--- src/rtl/keypad_scan_controller.sv ---
// rtl/keypad_scan_controller.sv - keypad synchronizer, debouncer, note event sequencer, octave/mode registers
//
// Purpose:
//   Synchronizes and debounces the raw note keys and the three control keys.
//   Resolves the highest held note key, then turns changes of that key into
//   note-off / note-on events on a valid/ready handshake. The octave-up,
//   octave-down and mode keys step the octave and mode registers.
//
// Ports:
//   clk          system clock
//   n_rst        asynchronous active-low reset
//   keys_raw     raw note keys, active-high, asynchronous to clk
//   oct_up_raw   raw octave-up key
//   oct_down_raw raw octave-down key
//   mode_raw     raw mode key
//   note_ready   downstream accepts the presented event
//   note_valid   event presented
//   note_on      1 = note-on, 0 = note-off (meaningful with note_valid)
//   note_code    note code of the event (1..NUM_KEYS)
//   active_code  last note-on accepted downstream, 0 if none
//   octave       current octave, 0..OCT_MAX
//   mode         current mode, 0..NUM_MODES-1
module keypad_scan_controller #(
  parameter int NUM_KEYS        = 17,
  parameter int DEBOUNCE_CYCLES = 4,
  parameter int OCT_MAX         = 7,
  parameter int OCT_RESET       = 4,
  parameter int NUM_MODES       = 4
) (
  input  logic                clk,
  input  logic                n_rst,
  input  logic [NUM_KEYS-1:0] keys_raw,
  input  logic                oct_up_raw,
  input  logic                oct_down_raw,
  input  logic                mode_raw,
  input  logic                note_ready,
  output logic                note_valid,
  output logic                note_on,
  output logic [4:0]          note_code,
  output logic [4:0]          active_code,
  output logic [2:0]          octave,
  output logic [1:0]          mode
);

  localparam int VW     = NUM_KEYS + 3;
  localparam int CW     = $clog2(DEBOUNCE_CYCLES);
  localparam int BIT_UP = NUM_KEYS;
  localparam int BIT_DN = NUM_KEYS + 1;
  localparam int BIT_MD = NUM_KEYS + 2;

  localparam logic [CW-1:0] CNT_MAX  = CW'(DEBOUNCE_CYCLES - 1);
  // The stable vector is written on the same edge the counter reaches
  // CNT_MAX, which gives a raw-to-stable latency of 2 + DEBOUNCE_CYCLES.
  localparam logic [CW-1:0] CNT_LOAD = CW'(DEBOUNCE_CYCLES - 2);

  typedef enum logic [1:0] {
    IDLE     = 2'd0,
    SEND_OFF = 2'd1,
    SEND_ON  = 2'd2
  } state_t;

  logic [VW-1:0] raw_vec;
  logic [VW-1:0] sync1;
  logic [VW-1:0] sync2;
  logic [VW-1:0] cand;
  logic [VW-1:0] stable;
  logic [VW-1:0] stable_d;
  logic [CW-1:0] cnt;
  logic [4:0]    stable_code;
  logic          up_rise;
  logic          dn_rise;
  logic          md_rise;

  state_t        state;
  state_t        state_n;
  logic          valid_n;
  logic          on_n;
  logic [4:0]    code_n;
  logic [4:0]    active_n;

  assign raw_vec = {mode_raw, oct_down_raw, oct_up_raw, keys_raw};

  // Two-flop synchronizer on every raw input.
  always_ff @(posedge clk or negedge n_rst) begin
    if (!n_rst) begin
      sync1 <= '0;
      sync2 <= '0;
    end else begin
      sync1 <= raw_vec;
      sync2 <= sync1;
    end
  end

  // One shared counter: any bit change restarts the whole vector's settle time.
  always_ff @(posedge clk or negedge n_rst) begin
    if (!n_rst) begin
      cand     <= '0;
      stable   <= '0;
      stable_d <= '0;
      cnt      <= '0;
    end else begin
      stable_d <= stable;
      if (sync2 != cand) begin
        cand <= sync2;
        cnt  <= '0;
      end else begin
        if (cnt != CNT_MAX) begin
          cnt <= cnt + 1'b1;
        end
        if (cnt >= CNT_LOAD) begin
          stable <= cand;
        end
      end
    end
  end

  // Highest held note key wins.
  always_comb begin
    stable_code = 5'd0;
    for (int i = 0; i < NUM_KEYS; i++) begin
      if (stable[i]) begin
        stable_code = 5'(i + 1);
      end
    end
  end

  assign up_rise = stable[BIT_UP] & ~stable_d[BIT_UP];
  assign dn_rise = stable[BIT_DN] & ~stable_d[BIT_DN];
  assign md_rise = stable[BIT_MD] & ~stable_d[BIT_MD];

  always_ff @(posedge clk or negedge n_rst) begin
    if (!n_rst) begin
      octave <= 3'(OCT_RESET);
      mode   <= 2'd0;
    end else begin
      // Simultaneous up and down presses cancel.
      if (up_rise && !dn_rise) begin
        if (octave != 3'(OCT_MAX)) begin
          octave <= octave + 3'd1;
        end
      end else if (dn_rise && !up_rise) begin
        if (octave != 3'd0) begin
          octave <= octave - 3'd1;
        end
      end
      if (md_rise) begin
        mode <= (mode == 2'(NUM_MODES - 1)) ? 2'd0 : mode + 2'd1;
      end
    end
  end

  // Event FSM: all handshake outputs are registered alongside the state.
  always_ff @(posedge clk or negedge n_rst) begin
    if (!n_rst) begin
      state       <= IDLE;
      note_valid  <= 1'b0;
      note_on     <= 1'b0;
      note_code   <= 5'd0;
      active_code <= 5'd0;
    end else begin
      state       <= state_n;
      note_valid  <= valid_n;
      note_on     <= on_n;
      note_code   <= code_n;
      active_code <= active_n;
    end
  end

  always_comb begin
    state_n  = state;
    valid_n  = note_valid;
    on_n     = note_on;
    code_n   = note_code;
    active_n = active_code;
    case (state)
      IDLE: begin
        // A held note must be released before a different one is started.
        if (stable_code != active_code) begin
          valid_n = 1'b1;
          if (active_code != 5'd0) begin
            state_n = SEND_OFF;
            on_n    = 1'b0;
            code_n  = active_code;
          end else begin
            state_n = SEND_ON;
            on_n    = 1'b1;
            code_n  = stable_code;
          end
        end
      end
      SEND_OFF: begin
        if (note_ready) begin
          state_n  = IDLE;
          valid_n  = 1'b0;
          active_n = 5'd0;
        end
      end
      SEND_ON: begin
        if (note_ready) begin
          state_n  = IDLE;
          valid_n  = 1'b0;
          active_n = note_code;
        end
      end
      default: begin
        state_n = IDLE;
        valid_n = 1'b0;
      end
    endcase
  end

endmodule

--- config.mk ---
export PLATFORM = sky130hd
export DESIGN_NAME = keypad_scan_controller
export DESIGN_NICKNAME = d
export VERILOG_FILES = /design/src/rtl/keypad_scan_controller.sv
export SDC_FILE = /design/constraint.sdc
export NUM_CORES = 1
export LEC_CHECK = 0
export ABC_AREA = 1
export BUFFER_PORTS_ARGS = -buffer_cell sky130_fd_sc_hd__buf_2
export CORE_ASPECT_RATIO = 1.75
export CORE_MARGIN = 2
export CORE_UTILIZATION = 30
export CTS_CLUSTER_DIAMETER = 80
export DETAILED_ROUTE_END_ITERATION = 10
export SETUP_SLACK_MARGIN = 0.15
export SLEW_MARGIN = 40
export SYNTH_ARGS = -nofsm -noshare
export SYNTH_HDL_FRONTEND = slang
export SYNTH_SLANG_ARGS = --single-unit
--- constraint.sdc ---
create_clock -name clk -period 3.2 [get_ports clk]
set_clock_uncertainty 0.05 [all_clocks]
set_input_delay 0.32 -clock clk [delete_from_list [all_inputs] [get_ports clk]]
set_output_delay 0.32 -clock clk [all_outputs]
set_load 0.01 [all_outputs]
* After elaboration in Yosys (flattened, before gate mapping) *
Index checks and enable logic that the tools add are counted.

operators by class
  add/subtract/negate cells = 4
  order comparisons = 1
  eq/ne operators = 12
  multiplexer cells = 36
  bitwise gates (word level) = 7
  reduce and logical (&&, ||, !) cells = 17

operators with widths
  operator                                                                  number
  5-bit 2-to-1 mux                                                          19
  20-bit inequality test                                                    1
  2-bit 2-to-1 mux                                                          6
  3-bit 2-to-1 mux                                                          4
  5-bit case mux with 2 select lines                                        1
  2-bit inequality test (second input constant)                             4
  2-bit nonzero test                                                        4
  2-bit AND reduction                                                       3
  3-bit AND reduction                                                       2
  5-bit inequality test                                                     1
  5-bit nonzero test                                                        1
  2-bit by 1-bit adder with 2-bit output (second input constant)            2
  2-bit == test (second input constant)                                     2
  1-bit 2-to-1 mux                                                          4
  2-bit by 1-bit inequality test with 1-bit output (second input constant)  2
  1-bit NOT                                                                 4
  2-bit case mux with 2 select lines                                        1
  3-bit by 1-bit adder with 3-bit output (second input constant)            1
  1-bit AND                                                                 3
  3-bit inequality test (second input constant)                             1
  3-bit nonzero test                                                        1
  3-bit by 1-bit subtractor with 3-bit output (second input constant)       1
  2-bit by 1-bit == test with 1-bit output (second input constant)          1
  2-bit greater-or-equal comparator (second input constant)                 1
  other kinds (5)                                                           7

word-level totals
  flip-flop bits (word level) = 121
  output and inout bits = 17
  logic and storage cells = 90

* Logic depth before layout (Yosys ltp) *
Gate-level depths: netlist of run 1.

  depth after elaboration = 20
  gate-level depth with buffers = 22
  mapped depth without buffers = 22

* Least setup slack after synthesis of run 1 *
OpenSTA, ideal clock, no wires.

  path kind = reg-to-reg
  start point = register cand[17]
  end point = register stable[0]
  setup time = 0.125 ns
  arrival = 1.716 ns
  data required time = 3.025 ns
  path slack = 1.308 ns
  cell stages (with the launch flop) = 8
  buffers on the path = 1
  cell sequence = dfrtp_1 -> or2_1 -> a2111oi_4 -> nand3_2 -> nor3_2 -> o21ai_1 -> buf_6 -> mux2_4

on the way
  cells in the longest elaborated chain, start to end = 3

RTL lines
  element                        RTL line  source
  start, declared                65        logic [VW-1:0] cand;
  start signal, assigned         104       cand <= sync2;
  20-bit inequality test         103       if (sync2 != cand) begin
  1-bit NOT (no line)            -
  2-bit AND reduction (no line)  -
  end signal, assigned           111       stable <= cand;
  end, declared                  66        logic [VW-1:0] stable;

Every way passes these cells.
A chain may end at the register's enable or synchronous reset.

* Worst setup path in the final report of run 1 *
Same ends and word-level chain as after synthesis.

==> results of run 1 <==
worst max path at each step:
stage,cells past startpoint,slack [ps],start,endpoint
after CTS,7,970,cand[17],stable[18]
after floorplan,7,1310,cand[17],stable[0]
after global routing,10,860,stable[7],note_on
after global placement,7,1040,cand[17],stable[18]
final,7,1010,cand[17],stable[0]
after detailed placement,7,990,cand[17],stable[18]
metrics by stage:
| stage | instances | utilization, % | area [um2] | setup WS [ps] |
|---|---|---|---|---|
| floorplan | 366 | - | 4000 | 1310 |
| global placement | 553 | 33.3 | 4330 | 1040 |
| detailed placement | 553 | 33.3 | 4330 | 995 |
| CTS | 570 | 35.4 | 4610 | 965 |
| global route | 570 | 35.4 | 4610 | 864 |
| finish | 570 | 35.4 | 4610 | 1010 |
routing by layer:
| layer | share of wire (%) | routed length, um |
|---|---|---|
| met1 | 41 | 2660 |
| met2 | 53 | 3430 |
| met3 | 3.4 | 223 |
| met4 | 2.5 | 164 |
| met5 | 0 | 0 |
synthesized netlist by cell type (all sizes together):
| cell | count | share of area, % |
|---|---|---|
| xnor2 | 8 | 1.8 |
| nand3 | 19 | 2.6 |
| and2 | 1 | 0.16 |
| nor2 | 21 | 2.0 |
| o21a | 1 | 0.19 |
| o2111ai | 1 | 0.22 |
| a21oi | 15 | 1.9 |
| a22oi | 1 | 0.19 |
| nor4b | 1 | 0.22 |
| nor3 | 2 | 0.38 |
| inv | 38 | 3.6 |
| o22ai | 1 | 0.16 |
| xor2 | 8 | 1.8 |
| or2 | 8 | 1.3 |
| o211ai | 1 | 0.19 |
| mux2 | 4 | 1.3 |
| dfstp | 1 | 0.66 |
| a21o | 1 | 0.19 |
| clkbuf | 20 | 1.9 |
| dfrtp | 103 | 64 |
| buf | 5 | 1.1 |
| o21ai | 23 | 2.9 |
| nand2 | 64 | 6.2 |
| fa | 1 | 0.50 |
| a2111oi | 1 | 0.69 |
| nand4 | 7 | 1.1 |
| ha | 7 | 2.2 |
| nor4 | 3 | 0.47 |
area by class of cell:
cell class	count	area, um2
flip-flops and latches	104	2600
clock inverters	5	41.3
fillers	1269	8400
well taps	171	214
clock buffers	11	233
repair buffers	42	235
inverters	38	143
multi-input cells	199	1140
critical path: stages (launching register included):
cell	delay (ps)
dfrtp_1	400
or2_1	260
a2111oi_4	410
nand3_2	130
nor3_2	170
o21ai_2	70
buf_4	250
mux2_4	320
cell usage in the layout, fill, tap and decap left out, types with 2 or more instances in the layout:
| master | Yosys | layout |
|---|---|---|
| a21oi_1 | 15 | 15 |
| buf_2 | 2 | 38 |
| buf_4 | 0 | 2 |
| clkbuf_1 | 20 | 2 |
| clkbuf_16 | 0 | 9 |
| dfrtp_1 | 103 | 103 |
| ha_1 | 7 | 7 |
| inv_1 | 38 | 38 |
| mux2_2 | 2 | 2 |
| mux2_4 | 2 | 2 |
| nand2_1 | 63 | 63 |
| nand3_1 | 17 | 17 |
| nand3_2 | 2 | 2 |
| nand4_1 | 7 | 7 |
| nor2_1 | 21 | 21 |
| nor4_1 | 3 | 3 |
| o21ai_0 | 17 | 17 |
| o21ai_1 | 6 | 5 |
| or2_2 | 7 | 7 |
| xnor2_1 | 8 | 8 |
| xor2_1 | 8 | 8 |
kinds of logic after synthesis:
kind of cell / Yosys count / synth area share, %
fa+ha+maj: 8 / 2.69
mux: 4 / 1.31
flops: 104 / 65.1
compound gates: 45 / 6.57
simple gates: 126 / 14.3
xor+xnor: 16 / 3.50
buf+inv: 63 / 6.53
state kept, by name, indices dropped and copies added, names as in the netlist:
register,cells
cand,20
stable,20
sync1,20
sync2,20
active_code,5
note_code,5
octave,3
stable_d,3
cnt,2
mode,2
state,2
note_on,1
note_valid,1
power groups by stage:
stage | Clock, mW | Sequential (mW) | Combinational, mW
floorplan | 0 | 1.53 | 0.346
global placement | 0 | 1.51 | 0.549
detailed placement | 0 | 1.52 | 0.559
CTS | 1.06 | 1.49 | 0.562
global route | 1.11 | 1.51 | 0.622
finish | 1.01 | 1.49 | 0.555
==> results.txt, run 1 <==
status -> finished clean
Critical Path RT -> 3380 ps
Ports -> 40
# DRC -> 0
postcts setup bufs -> 0
WHS -> 24.2 ps
clock latency on the worst-skew pair -> 350 ps
Seq cells post-synth -> 104
gr usage total -> 9.98%
GP Congestion -> 0.810
M2 GR Usage -> 17.2%
end of the worst hold path -> sync1[6]
Fin. Hold Viols -> 0
Avg Inst Size Synth -> 10.9 um2
Starting Density -> 30.8%
R2R Path End -> stable[0]
CTS Sinks -> 104
initial antenna violation count -> 0
Core Region -> 0.0130 mm2
slew margin rel. -> 58.6%
Rows -> 55
wire per inst -> 11.4 um
CP Launch Type -> flip-flop
Area Growth Syn to Fin -> 15.2%
1st-iter DRT viols -> 106
M3 GR Usage -> 3.03%
WHS Path Cells -> 1
Clk pwr share -> 33.2%
final wirelength -> 6480 um
synthesized area -> 0.00400 mm2
GR peak layer -> met2
Power Dens Cells -> 664 mW/mm2
via/cell ratio -> 4.22
share of cells above drive strength 1 -> 18.3%
sw power -> 914 uW
diode count -> 0
CTS H-tree depth -> 3
ANT nets after route -> 0
clock buffer count from CTS -> 9
Flop pwr share -> 48.7%
First-pass DRT Iterations -> 4
vias in the first global route -> 2471
setup TNS -> 0 ps
Overflow after GRT -> 0
Post-CTS Resized -> 0
Final period util -> 68.6%
Slew @ Worst Pin -> 621 ps
WP data arrival -> 2380 ps
Max Cap Violations -> 0
die area -> 0.0143 mm2
Post-layout nets -> 425
R2R cell count -> 7
Setup Viol. Count Final -> 0
CTS tree -> yes
reg2reg setup slack -> 1010 ps
critical path endpoint category -> flip-flop
Yosys warning total -> 0
crit path kind -> flip-flop to flip-flop
launch point of the worst hold path -> keys_raw[6]
Max Freq -> 456 MHz
RSZ-0062 raised after global routing -> false
Bufs on Longest Clock Path -> 2
Worst-path clk slew -> 70 ps
Post-Syn Instances -> 366
distinct cell type count after synthesis -> 35
Root Driver -> clkbuf_16
first-pass GRT wire length -> 11100 um
HPWL after DPL -> 4670 um
P_leak -> 2.25 nW
pins over their slew limit -> 0
fin crit period -> 2190 ps
sequential area share after synthesis -> 65.1%
combinational power share -> 18.1%
switch share -> 29.9%
detailed-route via count -> 2406
M1 GR Usage -> 10.9%
CTS Hold Bufs -> 1
Pwr Total -> 3.06 mW
CP max FO -> 38
Die H -> 157 um
Cell Int Power -> 2.15 mW
VDD IR max -> 0.288 mV
Hold Path Class -> input port to flip-flop
RR Startpoint -> cand[17]
Chip Width -> 91.3 um
largest net degree at the start of global routing -> 57
syn_nets -> 397
I/O Buffers -> 39
No activity file was read; power rests on OpenSTA's default activity.
==> run 2, diff against run 1 <==
clock period = 2 ns   (was 3.2 ns; I/O delays follow)
==> run 2 against run 1 <==
Compared with the run above: the run now ends with setup timing left; sequential power up 61%; power increased by 69%; final cell count up 7.4%.
==> results.txt, run 2 (synthesis results as in run 1) <==
status -> finished, violations left
violated checks -> setup timing
slowest CP cell -> dfrtp_1
crit path kind -> flip-flop to flip-flop
CP Launch Type -> flip-flop
WP data arrival -> 2220 ps (-160 ps)
CTS H-tree depth -> 3 (unchanged)
CP max stage delay -> 390 ps (-20 ps)
CP max FO -> 7 (-82%)
share of cells above drive strength 1 -> 28.3% (+10 points)
Crit path max-delay family -> simple AND/OR/NAND/NOR gates
Cell Count, Final, Fillers Out -> 612 (+7.4%)
pins over their slew limit -> 0 (unchanged)
Rows -> 55 (unchanged)
clock latency on the worst-skew pair -> 340 ps (about the same)
commonest non-fill, non-tap cells in the layout -> dfrtp_1, nand2_1, buf_2
Overflow after GRT -> 0 (unchanged)
Max Freq -> 490 MHz (+7.6%)
CTS Sinks -> 104 (unchanged)
most common cell after layout, fill and taps aside -> dfrtp_1
detailed-route via count -> 2696 (+12%)
Max Cap Violations -> 0 (unchanged)
GP Congestion -> 0.851 (+5.1%)
CTS tree -> yes
die area -> 0.0143 mm2 (unchanged)
Core Region -> 0.0130 mm2 (unchanged)
Bufs on Longest Clock Path -> 2 (unchanged)
Critical Path RT -> 2180 ps (-1200 ps)
Setup Viol. Count Final -> 8 (+8)
Placed Instance Area -> 0.00442 mm2 (+2.3%)
Worst-path clk slew -> 70 ps (about the same)
Starting Density -> 30.8% (unchanged)
Fin. Hold Viols -> 0 (unchanged)
P_leak -> 2.48 nW (+10%)
first-pass GRT wire length -> 12500 um (+13%)
wire per inst -> 12.0 um (+5.9%)
Area Growth Syn to Fin -> 28.5%
final wirelength -> 7370 um (+14%)
RSZ-0062 raised after global routing -> true
Cells after DPL -> 566 (+2.4%)
Power Dens Cells -> 1000 mW/mm2 (+51%)
Worst Path Buf+Inv -> 0 (-1)
vias in the first global route -> 2787 (+13%)
Finished Cell Area -> 0.00514 mm2 (+12%)
# DRC -> 0 (unchanged)
1st-iter DRT viols -> 172 (+62%)
setup ws final -> -40.5 ps (-1050 ps)
Die H -> 157 um (unchanged)
HPWL after DPL -> 5060 um (+8.4%)
fin crit period -> 2040 ps (-154 ps)
Hold Path Class -> input port to flip-flop
VDD IR max -> 0.487 mV (+69%)
ANT nets after route -> 0 (unchanged)
Chip Width -> 91.3 um (unchanged)
First-pass DRT Iterations -> 5 (+1)
Final period util -> 102% (+33 points)
Root Driver -> clkbuf_16
via/cell ratio -> 4.41 (+4.4%)
clock buffer count from CTS -> 9 (unchanged)
gr usage total -> 11.2% (+1.2 points)
Slew @ Worst Pin -> 577 ps (-43.5 ps)
largest net degree at the start of global routing -> 44 (-23%)
Post-layout nets -> 468 (+10%)
Post-Route Utilization -> 39.5% (+4.1 points)
critical path endpoint category -> flip-flop
Ports -> 40 (unchanged)
I/O Buffers -> 39 (unchanged)
worst-path cell chain -> or2_4 -> a2111oi_4 -> nand3_2 -> nor3_4 -> o21ai_4 -> mux2_4
initial antenna violation count -> 0 (unchanged)
slew margin rel. -> 61.5% (+2.9 points)
diode count -> 0 (unchanged)
## run 2: cell count changes in the layout (fill, tap and decap cells not counted), sizes merged
cell and change:
clkinvlp -1, nand2 +1, clkinv -1, buf +21, o21ai +1, bufinv +1
dlygate4sd3 +20
## run 2: power by group
part | internal, mW | leakage [nW] | switching, mW | total (mW)
registers | 2.28 | 1.30 | 0.122 | 2.40
clock network | 0.971 | 0.140 | 0.730 | 1.70
logic | 0.382 | 1.03 | 0.688 | 1.07
## run 2: tightest hold or removal path, stage by stage
cell     delay, ps
buf_2          140
nand3_1         80
nand2_1         50
## run 2: worst paths after layout
path                       startpoint              to  slack, ps  cells past startpoint
hold / removal             note_ready  active_code[4]        130                      3
min in group asynchronous       n_rst         mode[1]        340                      2
setup / recovery            sync2[17]      stable[18]        -40                      6
setup reg to reg            sync2[17]      stable[18]        -40                      6
hold reg to reg              sync1[2]        sync2[2]        300                      0
max in group asynchronous       n_rst       octave[2]        890                      3
## run 2: metal layers
metal,track usage (%),up-vias,part of all wire (%)
li1,-,1313,-
met1,12.0,1294,38
met2,19.9,69,55
met3,2.07,20,3.6
met4,7.14,0,3.8
met5,0,-,0
## run 2: repair_timing
item,CTS,global route
endpoints found under the setup margin,30,30
hold buffers,21,0
setup buffers,4,4
hold endpoints to repair,60,0
gates cloned,2,0
pin swaps,8,17
resized for setup,23,25
## run 2: area by class of cell
cell class,count,area (um2)
flip-flops and latches,104,2600
multi-input cells,201,1290
clock buffers,11,233
well taps,171,214
fillers,1254,7860
repair buffers,83,612
clock inverters,4,52.6
inverters,38,143
## run 2: metrics by stage
stage	hold slack (ps)	setup WS (ps)	setup TNS [ps]	power [mW]
floorplan	-146	166	0	3.00
global placement	182	-140	-2370	3.30
detailed placement	185	-195	-3110	3.33
CTS	110	-69.3	-913	5.20
global route	151	-206	-4300	5.45
finish	126	-40.5	-155	5.17
==> run 3, diff against run 2 <==
TNS_END_PERCENT = 1   (was unset)
==> run 3 against run 2 <==
Compared with the run above: the flow still finishes with violations (setup timing); via count fell by 2.0%; maximum frequency increased by 0.60%; wire length decreased by 3.7%; clock-buffer cell count unchanged; sequential share of layout area is 1.2 points higher.
==> results.txt, run 3 (synthesis results as in run 1) <==
initial antenna violation count -> 0 (unchanged)
Rows -> 55 (unchanged)
CP max FO -> 14 (+7)
die area -> 0.0143 mm2 (unchanged)
Finished Cell Area -> 0.00503 mm2 (-2.3%)
Bufs on Longest Clock Path -> 2 (unchanged)
share of cells above drive strength 1 -> 24.4% (-3.9 points)
critical path endpoint category -> flip-flop
P_leak -> 2.43 nW (-2.0%)
clock latency on the worst-skew pair -> 340 ps (about the same)
HPWL after DPL -> 5060 um (unchanged)
setup ws final -> -28.4 ps (+12.2 ps)
final wirelength -> 7100 um (-3.7%)
Overflow after GRT -> 0 (unchanged)
Area Growth Syn to Fin -> 25.6%
1st-iter DRT viols -> 126 (-27%)
WHS -> 129 ps (+2.69 ps)
gr usage total -> 10.8% (-0.39 points)
I/O Buffers -> 39 (unchanged)
crit path kind -> flip-flop to flip-flop
CTS Sinks -> 104 (unchanged)
Slew @ Worst Pin -> 583 ps (+6.12 ps)
wire per inst -> 11.7 um (-2.6%)
Max Cap Violations -> 0 (unchanged)
Starting Density -> 30.8% (unchanged)
CTS tree -> yes
vias in the first global route -> 2755 (-1.1%)
GP Congestion -> 0.851 (unchanged)
VDD IR max -> 0.486 mV (-0.17%)
FILL cells -> 1255 (+0.080%)
# DRC -> 0 (unchanged)
First-pass DRT Iterations -> 6 (+1)
commonest non-fill, non-tap cells in the layout -> dfrtp_1, nand2_1, buf_2
setup TNS -> -116 ps (+39.2 ps)
clock buffer count from CTS -> 9 (unchanged)
Core Region -> 0.0130 mm2 (unchanged)
pins over their slew limit -> 0 (unchanged)
Post-Route Utilization -> 38.6% (-0.90 points)
largest net degree at the start of global routing -> 44 (unchanged)
ANT nets after route -> 0 (unchanged)
slew margin rel. -> 61.1% (-0.41 points)
via/cell ratio -> 4.37 (-0.87%)
status -> finished, violations left
Critical Path RT -> 2180 ps (about the same)
Die H -> 157 um (unchanged)
Chip Width -> 91.3 um (unchanged)
diode count -> 0 (unchanged)
Worst-path clk slew -> 70 ps (about the same)
RSZ-0062 raised after global routing -> true
pre-CTS WS -> -195 ps (unchanged)
violated checks -> setup timing
Root Driver -> clkbuf_16
Ports -> 40 (unchanged)
Post-layout nets -> 461 (-1.5%)
Cells after DPL -> 566 (unchanged)
Power Dens Cells -> 1020 mW/mm2 (+1.8%)
Placed Instance Area -> 0.00442 mm2 (unchanged)
Max Freq -> 493 MHz (+0.60%)
Setup Viol. Count Final -> 11 (+3)
CP Launch Type -> flip-flop
Fin. Hold Viols -> 0 (unchanged)
WP data arrival -> 2200 ps (-20 ps)
Final period util -> 101% (-0.61 points)
Pwr Total -> 5.14 mW (-0.56%)
fin crit period -> 2030 ps (-12.2 ps)
detailed-route via count -> 2642 (-2.0%)
CTS H-tree depth -> 3 (unchanged)
most common cell after layout, fill and taps aside -> dfrtp_1
Cell Count, Final, Fillers Out -> 605 (-1.1%)
first-pass GRT wire length -> 12200 um (-3.0%)
Hold Path Class -> input port to flip-flop
[run 3: final cells by class]
| cell class | instances | area, um2 | area share [%] |
|---|---|---|---|
| clock inverter | 4 | 52.6 | 1.05 |
| timing repair buffer | 77 | 548 | 10.9 |
| inverter | 38 | 143 | 2.84 |
| clock buffer | 11 | 233 | 4.63 |
| sequential | 104 | 2600 | 51.8 |
| multi-input combinational | 200 | 1230 | 24.5 |
| tap | 171 | 214 | 4.26 |
[run 3: final timing paths]
path / start / endpoint / slack, ps / cells past startpoint
hold / removal: note_ready / active_code[4] / 130 / 3
setup / recovery: cand[16] / stable[15] / -30 / 8
setup reg to reg: cand[16] / stable[15] / -30 / 8
min in group asynchronous: n_rst / sync1[16] / 350 / 2
hold reg to reg: sync1[2] / sync2[2] / 300 / 0
max in group asynchronous: n_rst / octave[2] / 880 / 3
[run 3: where the power goes]
part	switching (mW)	total [mW]	internal (mW)
sequential	0.116	2.39	2.28
combinational	0.667	1.04	0.377
clock	0.733	1.70	0.971
[run 3: what timing repair did]
item	in CTS	in global routing
hold buffers	21	0
buffers inserted	0	2
setup endpoints to repair	30	30
gates resized for setup	12	14
cloned	0	1
pin swaps	3	10
endpoints found under the hold margin	60	0
[run 3: metal layers]
metal  part of all wire (%)  wire length [um]  track usage [%]
met2                     54              3800             19.0
met3                    4.0               282             1.97
met1                     39              2750             11.8
met4                    3.7               266             6.93
met5                      0                 0                0
[run 3: critical path: stages, from the launching register on]
cell and delay [ps]:
dfrtp_1 440, xor2_1 210, a2111oi_4 370, nand3_2 150
nor3_4 190, o21ai_4 170, buf_4 190, nor2_1 90
a21oi_1 50
